### src/rtl/delay_tap_if.sv
// Pixel-pipeline delay-line bus: sample stream in, delayed stream out, tap config handshake.
// No storage; backpressure exists only on the cfg_valid/cfg_ready pair.
interface delay_tap_if #(
    parameter int WIDTH = 1,
    parameter int TAP_W = 5
);
    logic             en;
    logic [WIDTH-1:0] din;
    logic             frame_start;
    logic [TAP_W-1:0] cfg_delay;
    logic             cfg_valid;
    logic             cfg_ready;
    logic [WIDTH-1:0] dout;
    logic             dout_valid;
    logic [TAP_W-1:0] cur_delay;
    logic             busy;

    modport slave (
        input  en, din, frame_start, cfg_delay, cfg_valid,
        output cfg_ready, dout, dout_valid, cur_delay, busy
    );

    modport master (
        output en, din, frame_start, cfg_delay, cfg_valid,
        input  cfg_ready, dout, dout_valid, cur_delay, busy
    );
endinterface

### src/rtl/delay_tap_ctrl.sv
// Programmable-tap delay line; tap changes only on a frame boundary, then flushes.
// Latency: cur_delay enabled clocks from din to dout; dout blanked during flush.
// Backpressure: cfg_ready drops from acceptance of a new tap until the flush completes.
module delay_tap_ctrl #(
    parameter int WIDTH         = 1,
    parameter int MAX_DELAY     = 16,
    parameter int TAP_W         = 5,
    parameter int DEFAULT_DELAY = 12
) (
    input  logic        clk,
    input  logic        rst_n,
    delay_tap_if.slave  bus
);
    typedef enum logic [1:0] {RUN, PEND, FLUSH} state_t;

    localparam logic [TAP_W-1:0] MAX_D = TAP_W'(MAX_DELAY);
    localparam logic [TAP_W-1:0] DEF_D = TAP_W'(DEFAULT_DELAY);
    localparam logic [TAP_W-1:0] ONE   = TAP_W'(1);

    state_t                          state_q, state_d;
    logic [MAX_DELAY-1:0][WIDTH-1:0] sr_q, sr_d;
    logic [TAP_W-1:0]                cur_delay_q, cur_delay_d;
    logic [TAP_W-1:0]                pend_delay_q, pend_delay_d;
    logic [TAP_W-1:0]                fill_cnt_q, fill_cnt_d;
    logic                            cfg_ready_q, cfg_ready_d;
    logic                            dout_valid_q, dout_valid_d;
    logic                            busy_q, busy_d;
    logic [TAP_W-1:0]                cfg_clamped;
    logic [TAP_W-1:0]                tap_idx;
    logic [WIDTH-1:0]                tap_dat;

    always_comb begin
        sr_d = sr_q;
        if (bus.en) begin
            sr_d[0] = bus.din;
            for (int i = 1; i < MAX_DELAY; i++) begin
                sr_d[i] = sr_q[i-1];
            end
        end
    end

    always_comb begin
        cfg_clamped = bus.cfg_delay;
        if (bus.cfg_delay == '0) begin
            cfg_clamped = ONE;
        end else if (bus.cfg_delay > MAX_D) begin
            cfg_clamped = MAX_D;
        end
    end

    always_comb begin
        state_d      = state_q;
        cur_delay_d  = cur_delay_q;
        pend_delay_d = pend_delay_q;
        fill_cnt_d   = fill_cnt_q;
        case (state_q)
            RUN: begin
                // A frame_start coinciding with acceptance is deliberately ignored.
                if (bus.cfg_valid && cfg_clamped != cur_delay_q) begin
                    pend_delay_d = cfg_clamped;
                    state_d      = PEND;
                end
            end
            PEND: begin
                if (bus.frame_start) begin
                    cur_delay_d = pend_delay_q;
                    fill_cnt_d  = '0;
                    state_d     = FLUSH;
                end
            end
            FLUSH: begin
                if (bus.en) begin
                    if (fill_cnt_q == cur_delay_q - ONE) begin
                        state_d = RUN;
                    end else begin
                        fill_cnt_d = fill_cnt_q + ONE;
                    end
                end
            end
            default: state_d = FLUSH;
        endcase
        cfg_ready_d  = (state_d == RUN);
        dout_valid_d = (state_d != FLUSH);
        busy_d       = (state_d != RUN);
    end

    always_ff @(posedge clk or negedge rst_n) begin
        if (!rst_n) begin
            state_q      <= FLUSH;
            sr_q         <= '0;
            cur_delay_q  <= DEF_D;
            pend_delay_q <= DEF_D;
            fill_cnt_q   <= '0;
            cfg_ready_q  <= 1'b0;
            dout_valid_q <= 1'b0;
            busy_q       <= 1'b1;
        end else begin
            state_q      <= state_d;
            sr_q         <= sr_d;
            cur_delay_q  <= cur_delay_d;
            pend_delay_q <= pend_delay_d;
            fill_cnt_q   <= fill_cnt_d;
            cfg_ready_q  <= cfg_ready_d;
            dout_valid_q <= dout_valid_d;
            busy_q       <= busy_d;
        end
    end

    // Tap mux written as a compare loop so the index width need not match the array depth.
    always_comb begin
        tap_idx = cur_delay_q - ONE;
        tap_dat = '0;
        for (int i = 0; i < MAX_DELAY; i++) begin
            if (tap_idx == TAP_W'(i)) begin
                tap_dat = sr_q[i];
            end
        end
    end

    assign bus.dout       = dout_valid_q ? tap_dat : '0;
    assign bus.dout_valid = dout_valid_q;
    assign bus.cfg_ready  = cfg_ready_q;
    assign bus.cur_delay  = cur_delay_q;
    assign bus.busy       = busy_q;
endmodule
### src/flat_wrapper.sv
// flat-port wrapper written by rule: the top's interface ports become plain ports
module delay_tap_ctrl_flat 
#(
    parameter int WIDTH         = 1,
    parameter int MAX_DELAY     = 16,
    parameter int TAP_W         = 5,
    parameter int DEFAULT_DELAY = 12
)
  (clk, rst_n, bus_en, bus_din, bus_frame_start, bus_cfg_delay, bus_cfg_valid, bus_cfg_ready, bus_dout, bus_dout_valid, bus_cur_delay, bus_busy);
  delay_tap_if #(.WIDTH(WIDTH), .TAP_W(TAP_W)) bus_i ();
  input  logic clk;
  input  logic rst_n;
  input wire logic [$bits(bus_i.en)-1:0] bus_en;
  input wire logic [$bits(bus_i.din)-1:0] bus_din;
  input wire logic [$bits(bus_i.frame_start)-1:0] bus_frame_start;
  input wire logic [$bits(bus_i.cfg_delay)-1:0] bus_cfg_delay;
  input wire logic [$bits(bus_i.cfg_valid)-1:0] bus_cfg_valid;
  output wire logic [$bits(bus_i.cfg_ready)-1:0] bus_cfg_ready;
  output wire logic [$bits(bus_i.dout)-1:0] bus_dout;
  output wire logic [$bits(bus_i.dout_valid)-1:0] bus_dout_valid;
  output wire logic [$bits(bus_i.cur_delay)-1:0] bus_cur_delay;
  output wire logic [$bits(bus_i.busy)-1:0] bus_busy;
  assign bus_i.en = bus_en;
  assign bus_i.din = bus_din;
  assign bus_i.frame_start = bus_frame_start;
  assign bus_i.cfg_delay = bus_cfg_delay;
  assign bus_i.cfg_valid = bus_cfg_valid;
  assign bus_cfg_ready = bus_i.cfg_ready;
  assign bus_dout = bus_i.dout;
  assign bus_dout_valid = bus_i.dout_valid;
  assign bus_cur_delay = bus_i.cur_delay;
  assign bus_busy = bus_i.busy;
  delay_tap_ctrl #(.WIDTH(WIDTH), .MAX_DELAY(MAX_DELAY), .TAP_W(TAP_W), .DEFAULT_DELAY(DEFAULT_DELAY)) u_core (.clk(clk), .rst_n(rst_n), .bus(bus_i));
endmodule
### config.mk
export PLATFORM = sky130hd
export DESIGN_NAME = delay_tap_ctrl_flat
export DESIGN_NICKNAME = d
export VERILOG_FILES = /design/src/rtl/delay_tap_if.sv /design/src/rtl/delay_tap_ctrl.sv /design/src/flat_wrapper.sv
export SDC_FILE = /design/constraint.sdc
export NUM_CORES = 1
export LEC_CHECK = 0
export CORE_ASPECT_RATIO = 0.7
export CORE_UTILIZATION = 50
export CTS_CLUSTER_DIAMETER = 100
export DETAILED_ROUTE_END_ITERATION = 6
export HOLD_SLACK_MARGIN = 0.05
export PLACE_DENSITY = 0.84
export SYNTH_ARGS = -nofsm -noshare
export SYNTH_HDL_FRONTEND = slang
export SYNTH_SLANG_ARGS = --single-unit
### constraint.sdc
create_clock -name clk -period 2.5 [get_ports clk]
set_input_delay 0.5 -clock clk [delete_from_list [all_inputs] [get_ports clk]]
set_output_delay 0.5 -clock clk [all_outputs]
set_load 0.01 [all_outputs]
==> flow_metrics.py <==
metrics = {
    "detailed_routing": {
        "route.vias.total": 1303,
        "avgRoutedWirePerCell_um": 17.2,
        "drt-total-wl_um": 4090,
        "postRouteAntennaNets": 0,
        "post-route-drc-count": 0,
        "drt_pre_antenna_iters": 4,
        "first_iter_violations": 73,
        "viasPerCell": 5.47,
    },
    "power": {
        "p_leak_nw": 1.01,
        "pwr_density_cell_nw_per_um2": 1370,
        "ir_worst_vdd_mv": 0.911,
    },
    "grt": {
        "overflow": 0,
        "antenna_found_initial": 0,
        "first_global_vias": 1326,
        "grt_pass1_wl_um": 6680,
        "grt_usage_pct": 22.4,
        "grt_max_degree": 24,
    },
    "sta": {
        "worstMarginPinSlew_ns": 0.710,
        "slew_viol_final": 0,
        "rsz0062_at_grt": "yes",
        "fin_crit_sh_pct": 112,
        "setup_viol": 1,
        "setup_ws_ns": -0.296,
        "hold_slack_ns": 0.484,
        "period_minus_slack_ns": 2.80,
        "fmax_mhz": 358,
        "clock_skew_ns": 0.00804,
        "hold_violations": 0,
        "slew_headroom_pct": 52.5,
    },
    "die": {
        "core-area_um2": 3600,
        "ios": 20,
        "die_area_um2": 4120,
        "fp.dieH_um": 54.0,
        "num_rows": 18,
        "start_util_pct": 53.6,
        "die_width_um": 76.3,
    },
    "worst_setup_path": {
        "crit_path_cell_trace": "inv_2 > ha_4 > xnor2_4 > buf_4 > mux4_2 > a22oi_1 > a211o_1 > a21oi_2 > buf_2",
        "crit_type": "reg -> out",
        "cpMaxStageDelayCell": "mux4_2",
        "critical-path-max-stage-delay_ns": 0.49,
        "worstPathRequired_ns": 2.00,
        "startpoint_type": "flop",
        "critical_path_buf_inv_count": 3,
        "crit_family": "multiplexers",
        "endpoint_kind": "output pin",
        "cp.arrival_ns": 2.30,
        "crit_path_max_fanout": 4,
    },
    "clock_network": {
        "cts_buffers": 5,
        "cts_tree": "yes",
        "clk_pin_slew_ns": 0.08,
        "cts_buffer_depth": 2,
        "htreeDepth": 2,
        "cts.sink_count": 36,
        "clk_latency_ns": 0.29,
        "root_buffer": "clkbuf_8",
    },
    "yosys": {
        "ys_seq_area_share_pct": 47.0,
        "synthCells": 151,
        "synth_seq_cells": 36,
        "synthTopCellsByArea": "dfrtp_1 (39%), mux2_2 (15%), dfstp_2 (8.2%)",
        "syn_area_per_cell_um2": 12.8,
        "yosys_warnings": 0,
        "synth_top_area_share_pct": 38.8,
        "yosys.area.top_type": "dfrtp_1",
        "synth_cell_types": 44,
        "synthesis.nets": 168,
        "syn_area_um2": 1930,
    },
    "layout": {
        "area_delta_synth_final_pct": 25.4,
        "design_area_um2": 2420,
        "drive_gt1_share_pct": 39.9,
        "final_cell_mix": "dfrtp_1 (28), mux2_2 (26), clkdlybuf4s50_1 (18)",
        "nets": 204,
        "layout_commonest_cell": "dfrtp_1",
        "insertedDiodeCount": 0,
        "fillCellCount": 261,
    },
    "placement": {
        "portBuffers": 19,
        "place_area_um2": 2290,
        "gp_congestion": 0.834,
        "hpwl_um": 3060,
    },
    "outcome": {
        "violations": "setup timing",
        "status": "complete, but fails checks",
    },
    "hold_path": {
        "hold_path_class": "reg -> reg",
    },
    "job": {
        "cap_violations": 0,
    },
}
## power by group
part	internal (mW)	total (mW)	switching, mW
Clock	0.295	0.513	0.218
Combinational	0.977	1.73	0.748
Sequential	0.850	1.07	0.224
Total	2.12	3.31	1.19
## final timing paths
path | start | to | cells after the start | slack [ns]
worst max-delay path | u_core.bus.cur_delay[1] | bus_dout | 9 | -0.30
worst min-delay path | u_core.fill_cnt_q[4] | u_core.fill_cnt_q[4] | 1 | 0.48
worst max register to register | u_core.bus.cur_delay[0] | u_core.fill_cnt_q[2] | 8 | 0.14
worst min register to register | u_core.fill_cnt_q[4] | u_core.fill_cnt_q[4] | 1 | 0.48
max in group asynchronous | rst_n | u_core.sr_q[7] | 2 | 1.31
min in group asynchronous | rst_n | u_core.bus.cur_delay[0] | 1 | 0.63
## cell families (layout without fill, tap and decap cells)
logic type      after synthesis  after routing  synth area share [%]
buf+inv                      11             48                  2.52
compound gates               18             18                  8.22
mux                          35             35                  22.3
simple gates                 35             35                  10.3
fa+ha+maj                     6              6                  3.88
flops                        36             36                  47.0
xor+xnor                     10             10                  5.76
## worst reg2reg max path: cells and delay by family, from the launching register on
kind | cells | cell delay (ns)
buf+inv | 3 | 0.48
simple gates | 3 | 0.94
flops | 1 | 0.42
compound gates | 2 | 0.44
## state kept, by name (all words and copies together) (netlist names)
name                   count
u_core.pend_delay_q        5
u_core.bus.busy            1
u_core.bus.cfg_ready       1
u_core.bus.dout_valid      1
u_core.state_q             2
u_core.fill_cnt_q          5
u_core.bus.cur_delay       5
u_core.sr_q               16
## routing by layer
metal	up-vias	share of wire, %	global-route usage [%]
li1	614	-	-
met3	9	4.9	4.75
met2	32	49	39.8
met4	0	2.3	11.2
met1	648	44	26.9
met5	-	0	0
## metrics by stage
stage	setup slack (ns)	std cells	utilization, %	power [mW]	TNS (ns)
finish	-0.296	238	67.3	3.31	-0.296
global route	-0.339	238	67.3	3.49	-0.339
CTS	-0.256	236	66.8	3.26	-0.256
detailed placement	-0.373	228	63.4	2.69	-0.373
global placement	-0.275	228	63.4	2.59	-0.275
floorplan	0.00916	151	-	2.11	0
## final cells by class
cell class,count,area (um2),share of cell area (%)
clock inverter,3,42.5,1.76
multi-input combinational,104,1000,41.4
clock buffer,5,68.8,2.84
sequential,36,911,37.6
timing repair buffer,35,318,13.1
inverter,5,18.8,0.774
tap,50,62.6,2.58
## repair_timing
action                     in CTS  in global routing
setup endpoints to repair       1                  1
hold buffers                    0                  0
pin swaps                       5                  1
gates resized for setup         9                  0
setup buffers                   0                  2
## cells in the mapped netlist (all sizes together)
cell,count
dfrtp,30
mux2,26
nand2,9
nor2,7
dfstp,6
ha,6
mux2i,6
xnor2,6
clkbuf,5
inv,5
nor3,5
nor2b,4
mux4,3
xor2,3
a21boi,2
a21oi,2
a31oi,2
nand3,2
nand3b,2
or3,2
a211o,1
a21o,1
a221oi,1
a22oi,1
buf,1
nor3b,1
nor4,1
nor4bb,1
o21ai,1
o21bai,1
o22a,1
o22ai,1
o2bb2ai,1
o311ai,1
o31ai,1
o32ai,1
or4,1
xor3,1
(Power assumes the default switching activity.)
